### src/rtl/frame_policer.sv
// Ingress frame policer: credit-based forward/discard decision taken once per frame start.
// Credit tracks the egress shaper's slope model and saturates between runtime bounds.
module frame_policer (
  input  logic               clk,
  input  logic               rst,
  input  logic signed [31:0] idle_slope,
  input  logic signed [31:0] send_slope,
  input  logic signed [31:0] max_credit,
  input  logic signed [31:0] min_credit,
  output logic signed [31:0] credit,
  output logic [1:0]         state,
  output logic [31:0]        passed_frames,
  output logic [31:0]        dropped_frames,
  input  logic [7:0]         s_axis_tdata,
  input  logic               s_axis_tvalid,
  output logic               s_axis_tready,
  input  logic               s_axis_tlast,
  input  logic               s_axis_tuser,
  output logic [7:0]         m_axis_tdata,
  output logic               m_axis_tvalid,
  input  logic               m_axis_tready,
  output logic               m_axis_tlast,
  output logic               m_axis_tuser
);

  typedef enum logic [1:0] {
    StIdle = 2'd0,
    StPass = 2'd1,
    StDrop = 2'd2
  } state_e;

  state_e             state_q, state_d;
  logic signed [31:0] credit_q, credit_d;
  logic [31:0]        passed_q, passed_d;
  logic [31:0]        dropped_q, dropped_d;

  logic               fwd;
  logic signed [33:0] credit_x, idle_x, send_x, max_x, min_x, sum;

  // Payload always follows the input; only tvalid qualifies it.
  assign m_axis_tdata   = s_axis_tdata;
  assign m_axis_tlast   = s_axis_tlast;
  assign m_axis_tuser   = s_axis_tuser;

  assign credit         = credit_q;
  assign state          = state_q;
  assign passed_frames  = passed_q;
  assign dropped_frames = dropped_q;

  always_comb begin
    state_d       = state_q;
    passed_d      = passed_q;
    dropped_d     = dropped_q;
    s_axis_tready = 1'b0;
    m_axis_tvalid = 1'b0;
    unique case (state_q)
      StIdle: begin
        if (s_axis_tvalid) begin
          state_d = credit_q[31] ? StDrop : StPass;
        end
      end
      StPass: begin
        m_axis_tvalid = s_axis_tvalid;
        s_axis_tready = m_axis_tready;
        if (s_axis_tvalid && m_axis_tready && s_axis_tlast) begin
          passed_d = passed_q + 32'd1;
          state_d  = StIdle;
        end
      end
      StDrop: begin
        s_axis_tready = 1'b1;
        if (s_axis_tvalid && s_axis_tlast) begin
          dropped_d = dropped_q + 32'd1;
          state_d   = StIdle;
        end
      end
      default: state_d = StIdle;
    endcase
  end

  // 34-bit sum so that two 32-bit addends can never wrap before the clamp.
  assign fwd      = (state_q == StPass) && s_axis_tvalid && m_axis_tready;
  assign credit_x = {{2{credit_q[31]}}, credit_q};
  assign idle_x   = {{2{idle_slope[31]}}, idle_slope};
  assign send_x   = {{2{send_slope[31]}}, send_slope};
  assign max_x    = {{2{max_credit[31]}}, max_credit};
  assign min_x    = {{2{min_credit[31]}}, min_credit};
  assign sum      = credit_x + idle_x + (fwd ? send_x : 34'sd0);

  always_comb begin
    credit_d = sum[31:0];
    if (sum > max_x) begin
      credit_d = max_credit;
    end else if (sum < min_x) begin
      credit_d = min_credit;
    end
  end

  always_ff @(posedge clk) begin
    if (rst) begin
      state_q   <= StIdle;
      credit_q  <= 32'sd0;
      passed_q  <= 32'd0;
      dropped_q <= 32'd0;
    end else begin
      state_q   <= state_d;
      credit_q  <= credit_d;
      passed_q  <= passed_d;
      dropped_q <= dropped_d;
    end
  end

endmodule

### config.mk
export PLATFORM = sky130hd
export DESIGN_NAME = frame_policer
export DESIGN_NICKNAME = d
export VERILOG_FILES = /design/src/rtl/frame_policer.sv
export SDC_FILE = /design/constraint.sdc
export NUM_CORES = 1
export LEC_CHECK = 0
export BUFFER_PORTS_ARGS = -buffer_cell sky130_fd_sc_hd__buf_2
export CAP_MARGIN = 10
export CORE_MARGIN = 5
export CORE_UTILIZATION = 54
export CTS_CLUSTER_SIZE = 20
export DETAILED_ROUTE_END_ITERATION = 8
export PLACE_DENSITY = 0.87
export RECOVER_POWER = 50
export SYNTH_ARGS = -nofsm -noshare
export SYNTH_HDL_FRONTEND = slang
export SYNTH_SLANG_ARGS = --single-unit
### constraint.sdc
create_clock -name clk -period 7.7 [get_ports clk]
set_input_delay 1.54 -clock clk [delete_from_list [all_inputs] [get_ports clk]]
set_output_delay 1.54 -clock clk [all_outputs]
set_load 0.005 [all_outputs]
# Word-level counts from Yosys, hierarchy flattened
# Index checks and enable logic that the tools add are counted.
[op_classes] n_mul=0 add_sub_neg=4 bitwise_logic=0 n_shift=0 eq_ne=5 n_div=0 reduce_logical=9 n_mux=10 n_lt_le_gt_ge=2
[op_table] cell="32-bit by 1-bit adder with 32-bit output, second input constant" count=2
[op_table] cell="32-bit 2-to-1 mux" count=2
[op_table] cell="33-bit by 34-bit adder with 34-bit output" count=1
[op_table] cell="34-bit by 32-bit > comparator with 1-bit output" count=1
[op_table] cell="34-bit by 32-bit < comparator with 1-bit output" count=1
[op_table] cell="34-bit 2-to-1 mux" count=1
[op_table] cell="32-bit by 32-bit adder with 33-bit output" count=1
[op_table] cell="2-bit 2-to-1 mux" count=4
[op_table] cell="2-bit != test, second input constant" count=3
[op_table] cell="2-bit one-hot mux with 3 select lines" count=1
[op_table] cell="1-bit logical AND" count=5
[op_table] cell="2-bit AND reduction" count=2
[op_table] cell="3-bit AND reduction" count=1
[op_table] cell="2-bit by 1-bit == test with 1-bit output, second input constant" count=1
[op_table] cell="2-bit == test, second input constant" count=1
[op_table] cell="2-bit logical NOT" count=1
[op_table] cell="1-bit one-hot mux with 2 select lines" count=1
[op_table] cell="1-bit 2-to-1 mux" count=1
[word_totals] wordCells=34 output_inout_bits=110 romBits=0 ram_bits=0 reg_bits=98 latch_bits=0 inputBits=142 memories=0

# Depth between registers and ports, before layout
# Gate-level depths: netlist (run 1).
[logic_depth] ltp_word=8 mapped_depth=28

# Worst setup path before layout (run 1)
# Ideal clock, no wire load.
[synth_path] kind="in2reg" from="input s_axis_tvalid" to="register credit_q[2] (netlist: credit[2])" path_slack_ps=878 cell_stages=25 required_ps=7554 arrival_ps=6676 n_path_buf=4 setup_time_ps=146 path_cell_list="and3_1 buf_2 clkbuf_1 and2_1 fa_1 fa_1 a21oi_1 o211ai_1 a211oi_1 nor2_1 a211o_1 and3_1 nor3_1 inv_1 ha_1 nand4_1 or4_4 nor3_2 o21ai_1 nand4_1 or3b_1 buf_6 buf_4 nor2_1 a211oi_2"
[synth_via] elab_chain_cells=7
[synth_rtl] item="start, declared" line_no="15" text="input logic s_axis_tvalid,"
[synth_rtl] item="1-bit logical AND (*) (2 in series)" line_no="82" text="assign fwd = (state_q == StPass) && s_axis_tvalid && m_axis_tready;"
[synth_rtl] item="34-bit 2-to-1 mux (*)" line_no="88" text="assign sum = credit_x + idle_x + (fwd ? send_x : 34'sd0);"
[synth_rtl] item="33-bit by 34-bit adder with 34-bit output (*)" line_no="88"
[synth_rtl] item="34-bit by 32-bit < comparator with 1-bit output" line_no="94" text="end else if (sum < min_x) begin"
[synth_rtl] item="32-bit 2-to-1 mux" line_no="94"
[synth_rtl] item="32-bit 2-to-1 mux (*)" line_no="92" text="if (sum > max_x) begin"
[synth_rtl] item="end signal, assigned" line_no="107" text="credit_q <= credit_d;"
[synth_rtl] item="end, declared" line_no="33" text="logic signed [31:0] credit_q, credit_d;"
# Mark *: on every way between the ends. The rest lies on a longest branch, timed or not.
# A chain may end at the register's enable or synchronous reset.

# Worst setup path in the final report (run 1)
[layout_path] from="input s_axis_tvalid" to="register credit_q[28] (netlist: credit[28])"
# The elaborated chain is that of the path after synthesis.

==> flow_summary.ini, run 1 <==
[clock_network]
cts_max_level = 3
insertion_delay_ns = 0.37
root_buffer = clkbuf_16
clkTransAtPathRegs_ns = 0.07
clock_path_buffers = 2
cts_tree = done
cts.sinks = 98
cts.repair.resized = 0
cts_buffers = 9
post-cts-setup-buffers = 0
hold_buffers = 0

[worst_hold_path]
holdPathStages = 2
hp-class = reg2reg

[layout]
fillerInstances = 1424
utilization_pct = 64.3
fin_nets = 1595
antenna_cells = 0
final_cell_mix = buf_2, nor2_1, ha_1, dfxtp_1, nand2_1
layout_commonest_cell = buf_2
layout-drive-gt1-share_pct = 18.6
area_growth_pct = 18.2
final_cell_count_no_fill = 1541

[worst_setup_path]
crit_required_ns = 7.88
path_cells = buf_2 -> and3_1 -> buf_4 -> and2_1 -> fa_1 -> ha_1 -> a21o_1 -> a21o_1 -> a221oi_1 -> nand3b_1 -> o31ai_2 -> mux2i_1 -> or2_1 -> ha_1 -> nand4_1 -> or4_4 -> nor3_2 -> o21ai_1 -> nand4_1 -> or3b_2 -> buf_4 -> nor2_1 -> a311oi_2
worst-path-stages = 23
crit_buf_inv = 3
worstSetupPathType = in2reg
cpMaxStageDelayCell = or4_4
cpPeakStageDelay_ns = 0.59
cp.arrival_ns = 7.45
critPathLaunchType = input pin
end_kind = flop
crit_fanout = 24
critPathTopFamily = simple AND/OR/NAND/NOR gates
ff2ff_path_depth = 25

[pwr]
ir_drop_uv = 291
powerDensity_nw_per_um2 = 429
leakage_nw = 5.09

[timing]
worst_pin_slew_ns = 1.35
final.setup_skew_ns = 0.0136
post-route-period-util_pct = 94.5
finalMaxSlewViolations = 0
rsz0062_at_grt = no
setup_tns_ns = 0
holdWs_ns = 0.506
fin_crit_ns = 7.27
timing.fmax_ghz = 0.137
finalSetupViolCount = 0
worst_slack_ns = 0.426
hold_violations = 0
relSlewSlack_pct = 10.2

[grt]
grt_pass1_vias = 8839
grt_antenna_before_repair = 1
grt.total_usage_pct = 26.4
grt-ovfl-total = 0
grt_first_pass_wirelength_um = 42500
grt_max_degree = 79

[place]
portBuffers = 233
place.gp.congestion = 0.925
place_ws_ns = 0.103
dpl.cell_count = 1525
hpwl_um = 21000

[logic_synthesis]
synth_area_um2 = 8930
async_flop_share_pct = 0
synth_area_per_cell_um2 = 8.18
synth_ff_type = dfxtp_1
ys_seq_area_share_pct = 22.0
synthesis.nets = 1371
synth_cells = 1092
synth_edf_count = 0
synth-seq-cells = 98
yosysUniqueCellTypes = 64
yosysWarnings = 0

[floorplan]
io-pin-count = 252
rows = 47
core-area_um2 = 16400
start_util_pct = 54.5
die_area_um2 = 19200
die_w_um = 139
die_height_um = 139

[route]
route.detailed.drc = 0
wl_per_cell_um = 17.1
vias_per_cell = 5.73
drtAntennaViolNets = 0
drtIter0Drc = 581
via_count = 8834
dr.pass1.iters = 5
drt-total-wl_um = 26300

[run_status]
status = finished clean

[job]
drv_cap = 0
cell usage after synthesis (29+ instances only):
master     n  share of area [%]
o21ai_0   39                2.2
inv_1     86                3.6
nand3_1   46                2.6
and2_1    45                3.2
ha_1     104                 15
dfxtp_1   98                 22
nor2_1   116                4.9
a21oi_1   76                4.3
fa_1      33                7.4
xnor2_1   29                2.8
nand2_1   91                3.8
xor2_1    48                4.7
area by class of cell:
cell class              instances  area [um2]  area share [%]
repair buffers                258        1290            12.2
clock inverters                 7        93.8           0.889
clock buffers                   9         225            2.13
inverters                      87         327            3.09
flip-flops and latches         98        1960            18.6
multi-input cells             862        6390            60.5
well taps                     220         275            2.61
per-stage QoR:
step / area, um2 / power (mW)
after floorplan: 8930 / 3.13
after global placement: 10300 / 3.88
after detailed placement: 10300 / 3.97
after CTS: 10600 / 4.50
after global routing: 10600 / 4.93
final: 10600 / 4.53
state kept, by name, indices dropped and copies added, names as in the netlist:
register        count
credit             32
dropped_frames     32
passed_frames      32
state               2
power by group:
| part | switching, mW | leakage (nW) | internal [mW] |
|---|---|---|---|
| Combinational | 2.01 | 4.14 | 1.36 |
| Sequential | 0.0697 | 0.799 | 0.591 |
| Clock | 0.241 | 0.153 | 0.262 |
| Total | 2.32 | 5.09 | 2.21 |
worst min-delay path: stages, from the launching register on:
cell and delay [ns]:
dfxtp_1 0.34, nand2_1 0.07, a21oi_1 0.06
routing by layer:
metal	GRT usage (%)	part of all wire [%]
met1	30.7	39
met2	45.8	48
met3	6.38	8.3
met4	12.3	4.5
met5	0	0.027
path summary, 6_finish.rpt:
check / from / endpoint / slack (ns)
setup / recovery: s_axis_tvalid / credit[28]$_SDFF_PP0_ / 0.43
hold / removal: passed_frames[1]$_SDFFE_PP0P_ / passed_frames[1]$_SDFFE_PP0P_ / 0.51
setup reg to reg: state[1]$_SDFFE_PP0P_ / credit[28]$_SDFF_PP0_ / 1.02
hold reg to reg: passed_frames[1]$_SDFFE_PP0P_ / passed_frames[1]$_SDFFE_PP0P_ / 0.51
logic make-up after synthesis:
group | after synthesis | share of synthesized area (%)
fa+ha+maj | 137 | 22.0
simple gates | 404 | 22.2
mux | 18 | 2.02
buf+inv | 132 | 6.54
compound gates | 226 | 17.8
flops | 98 | 22.0
xor+xnor | 77 | 7.55
Power figures use the tool's default switching activity.
==> inputs of run 2 (changes only) <==
--- a/config.mk
+++ b/config.mk
@@ -7,12 +7,14 @@
 export LEC_CHECK = 0
 export BUFFER_PORTS_ARGS = -buffer_cell sky130_fd_sc_hd__buf_2
 export CAP_MARGIN = 10
+export CORE_ASPECT_RATIO = 1.25
 export CORE_MARGIN = 5
 export CORE_UTILIZATION = 54
 export CTS_CLUSTER_SIZE = 20
 export DETAILED_ROUTE_END_ITERATION = 8
-export PLACE_DENSITY = 0.87
+export PLACE_DENSITY_LB_ADDON = 0.15
 export RECOVER_POWER = 50
+export SLEW_MARGIN = 20
 export SYNTH_ARGS = -nofsm -noshare
 export SYNTH_HDL_FRONTEND = slang
 export SYNTH_SLANG_ARGS = --single-unit
==> flow_summary.ini, run 2 (same netlist as run 1, synthesis figures left out) <==
[layout]
utilization_pct = 64.8
regArea_um2 = 1960
fin_nets = 1590
final_cell_mix = buf_2, nor2_1, ha_1, dfxtp_1, nand2_1
layout-drive-gt1-share_pct = 18.2
final_cell_area_um2 = 10500
final_cell_count_no_fill = 1533
multi_input_area_um2 = 6390
fillerInstances = 1491
layout_commonest_cell = buf_2
area_growth_pct = 17.6

[worst_setup_path]
rrSetupSlack_ns = 1.16
cp.arrival_ns = 7.43
crit_required_ns = 7.93
end_kind = flop
critPathLaunchType = input pin
crit_fanout = 18
worstSetupPathType = in2reg

[run_status]
status = finished clean

[pwr]
leakage_nw = 5.05
fin_total_pwr_mw = 4.46
ir_drop_uv = 216
powerDensity_nw_per_um2 = 425

[floorplan]
die_w_um = 125
die_area_um2 = 19200
rows = 52
die_height_um = 154
start_util_pct = 55.2
core-area_um2 = 16200
io-pin-count = 252

[grt]
grt_first_pass_wirelength_um = 40700
grt_antenna_before_repair = 4
grt_max_degree = 69
grt-ovfl-total = 0
grt_pass1_vias = 8565
grt.total_usage_pct = 25.5

[place]
hpwl_um = 20500
place_area_um2 = 10300
place.gp.congestion = 0.895
place_ws_ns = 0.0962
portBuffers = 233
dpl.cell_count = 1516

[clock_network]
root_buffer = clkbuf_16
hold_buffers = 0
cts_tree = done
insertion_delay_ns = 0.36
cts.sinks = 98
clkTransAtPathRegs_ns = 0.07
cts_max_level = 3
post-cts-setup-buffers = 0
cts_buffers = 9
clock_path_buffers = 2

[route]
drtAntennaViolNets = 0
via_count = 8554
wl_per_cell_um = 16.4
vias_per_cell = 5.58
drtIter0Drc = 446
drt-total-wl_um = 25100
route.detailed.drc = 0
dr.pass1.iters = 5

[timing]
setup_tns_ns = 0
worst_slack_ns = 0.508
final.setup_skew_ns = 0.0157
fin_crit_ns = 7.19
finalMaxSlewViolations = 0
worst_pin_slew_ns = 0.726
rsz0062_at_grt = no
hold_violations = 0
post-route-period-util_pct = 93.4
finalSetupViolCount = 0
relSlewSlack_pct = 51.6
holdWs_ns = 0.500
timing.fmax_ghz = 0.139

[job]
drv_cap = 0

[worst_hold_path]
hp-class = reg2reg
==> run 2: worst paths after layout <==
path,startpoint,end,cells past startpoint
worst max register to register,state[1]$_SDFFE_PP0P_,credit[0]$_SDFF_PP0_,25
worst max-delay path,s_axis_tvalid,credit[0]$_SDFF_PP0_,24
worst min-delay path,passed_frames[7]$_SDFFE_PP0P_,passed_frames[7]$_SDFFE_PP0P_,2
worst min register to register,passed_frames[7]$_SDFFE_PP0P_,passed_frames[7]$_SDFFE_PP0P_,2
==> run 2: report_power, final <==
group	internal, mW	switching (mW)
Sequential	0.590	0.0699
Combinational	1.37	1.96
Clock	0.236	0.235
==> run 2: cell type report <==
class                   instances  area share (%)
well taps                     216            2.57
diodes                          1          0.0238
multi-input cells             862            60.9
clock inverters                 6           0.584
repair buffers                253            11.9
clock buffers                  10            2.27
inverters                      87            3.11
flip-flops and latches         98            18.7
==> run 2: routing by layer <==
layer | GRT usage [%] | vias up | routed length, um | share of wire, %
met5 | 0 | - | 26 | 0.10
li1 | - | 4254 | - | -
met4 | 9.30 | 6 | 814 | 3.2
met3 | 6.38 | 62 | 1660 | 6.6
met2 | 46.2 | 266 | 12700 | 50
met1 | 28.7 | 3966 | 9960 | 40
==> run 2: worst max-delay path: stages <==
cell and delay (ns):
buf_2 0.14, and3_1 0.28, buf_4 0.27, and2_1 0.17, fa_1 0.42, ha_1 0.39, a21o_1 0.20, a21o_1 0.17
a21oi_1 0.31, o21ai_0 0.22, a211o_1 0.37, and3_1 0.18, nor3_1 0.24, inv_1 0.10, ha_1 0.31, nand4_1 0.13
or4_4 0.58, nor3_2 0.17, o21ai_1 0.10, nand4_1 0.13, or3b_2 0.52, buf_4 0.24, o21ai_0 0.16, a21oi_1 0.06
==> run 2: repair_timing <==
| action | in CTS | in global routing |
|---|---|---|
| gates resized for setup | 0 | 1 |
| endpoints found under the setup margin | 0 | 1 |
| hold endpoints to repair | 0 | 0 |
==> inputs of run 3 (changes only) <==
--- a/config.mk
+++ b/config.mk
@@ -12,6 +12,7 @@
 export CORE_UTILIZATION = 54
 export CTS_CLUSTER_SIZE = 20
 export DETAILED_ROUTE_END_ITERATION = 8
+export MAX_ROUTING_LAYER = met4
 export PLACE_DENSITY_LB_ADDON = 0.15
 export RECOVER_POWER = 50
 export SLEW_MARGIN = 20
==> constraint.sdc (replaced) <==
create_clock -name clk -period 7.3 [get_ports clk]
set_input_delay 1.46 -clock clk [delete_from_list [all_inputs] [get_ports clk]]
set_output_delay 1.46 -clock clk [all_outputs]
set_load 0.005 [all_outputs]
==> flow_summary.ini, run 3 (same netlist as run 1, synthesis figures left out) <==
[grt]
met1_usage_pct = 30.7
grt_first_pass_wirelength_um = 41800
use_met3_pct = 5.97
grt.total_usage_pct = 26.8
grt_max_degree = 74
grt_util_met2_pct = 47.6
grt_antenna_before_repair = 2
grt_pass1_vias = 8802
grt-busiest-layer = met2
grt-ovfl-total = 0

[clock_network]
clkTransAtPathRegs_ns = 0.09
cts_buffers = 9
hold_buffers = 0
clock_path_buffers = 2
cts_max_level = 3
insertion_delay_ns = 0.35
root_buffer = clkbuf_16
cts_tree = done
cts.sinks = 98

[timing]
final.setup_skew_ns = 0.0156
post-route-period-util_pct = 95.8
finalMaxSlewViolations = 0
rsz0062_at_grt = no
timing.fmax_ghz = 0.143
worst_pin_slew_ns = 0.807
setup_tns_ns = 0
hold_violations = 0
finalSetupViolCount = 0
fin_crit_ns = 6.99
relSlewSlack_pct = 46.2

[route]
wl_per_cell_um = 16.2
drtIter0Drc = 435
vias_per_cell = 5.50
drt-total-wl_um = 25800
route.detailed.drc = 0
drtAntennaViolNets = 0
via_count = 8757
dr.pass1.iters = 5

[worst_setup_path]
crit_required_ns = 7.50
critPathLaunchType = input pin
end_kind = flop
cp.arrival_ns = 7.20
crit_fanout = 20
ff2ff_path_depth = 26
worstSetupPathType = in2reg

[pwr]
leakage_nw = 5.35
powerDensity_nw_per_um2 = 465
ir_drop_uv = 241

[place]
place.gp.congestion = 0.945
portBuffers = 233
hpwl_um = 21200
place_area_um2 = 10800

[layout]
area_growth_pct = 22.9
layout_commonest_cell = buf_2
final_cell_mix = buf_2, nor2_1, ha_1, dfxtp_1, nand2_1
layout-drive-gt1-share_pct = 21.9
final_cell_area_um2 = 11000
fin_nets = 1648
regArea_um2 = 1960
multi_input_area_um2 = 6400
fillerInstances = 1458

[worst_hold_path]
hp-class = reg2reg
holdPathStages = 2

[floorplan]
start_util_pct = 55.2
core-area_um2 = 16200
die_w_um = 125
rows = 52
die_area_um2 = 19200
die_height_um = 154
io-pin-count = 252

[run_status]
status = finished clean

[job]
drv_cap = 0
==> run 3: cell types whose count changed in the layout (fill, tap and decap cells not counted), sizes merged <==
cell    change
buf        +61
clkbuf      -4
diode       +2
inv         +1
==> run 3: worst paths after layout <==
path | start | endpoint | slack [ns]
setup reg to reg | state[1]$_SDFFE_PP0P_ | credit[28]$_SDFF_PP0_ | 0.81
hold / removal | passed_frames[1]$_SDFFE_PP0P_ | passed_frames[1]$_SDFFE_PP0P_ | 0.51
hold reg to reg | passed_frames[1]$_SDFFE_PP0P_ | passed_frames[1]$_SDFFE_PP0P_ | 0.51
setup / recovery | s_axis_tvalid | credit[28]$_SDFF_PP0_ | 0.31
==> run 3: stage by stage <==
stage | hold WS (ns) | utilization, % | power (mW) | setup slack, ns | std cells
floorplan | 0.477 | - | 3.30 | 0.558 | 1092
global placement | 0.483 | 66.4 | 4.55 | 0.0604 | 1574
detailed placement | 0.493 | 66.4 | 4.61 | -0.0944 | 1574
CTS | 0.503 | 68.1 | 5.12 | 0.271 | 1590
global route | 0.532 | 67.7 | 5.61 | 0.0109 | 1592
finish | 0.508 | 67.8 | 5.11 | 0.307 | 1593
==> run 3: report_power, final <==
group          internal (mW)  switching, mW
sequential             0.623         0.0704
clock                  0.239          0.242
combinational           1.75           2.18
==> run 3: repair_timing <==
action	CTS	global route
setup buffers	0	0
setup endpoints to repair	0	9
resized for setup	0	3
==> run 3: cell type report <==
cell class | count | share of cell area (%)
Antenna cell | 3 | 0.0684
Clock buffer | 9 | 2.05
Clock inverter | 7 | 0.558
Inverter | 87 | 2.97
Multi-Input combinational cell | 862 | 58.3
Sequential cell | 98 | 17.9
Tap cell | 216 | 2.46
Timing Repair Buffer | 311 | 15.7
==> run 3: critical path, cell delays in order <==
cell and delay [ns]:
buf_2 0.10, and3_1 0.22, and2_1 0.19, fa_1 0.44
ha_1 0.24, fa_1 0.42, a21oi_1 0.22, o211ai_1 0.16
a211oi_1 0.23, buf_4 0.16, nor2_2 0.07, a211o_1 0.32
and3_1 0.17, nor3_1 0.26, inv_1 0.09, ha_1 0.30
nand4_1 0.11, or4_4 0.57, nor3_2 0.19, o21ai_1 0.12
nand4_1 0.13, or3b_2 0.58, buf_12 0.22, nor2_1 0.14
a311oi_2 0.07
==> run 3: layer usage <==
layer	vias to the layer above	part of all wire (%)	wire length (um)
li1	4373	-	-
met1	4083	41	10500
met2	266	50	13000
met3	35	6.9	1780
met4	0	2.0	520
met5	-	0	0
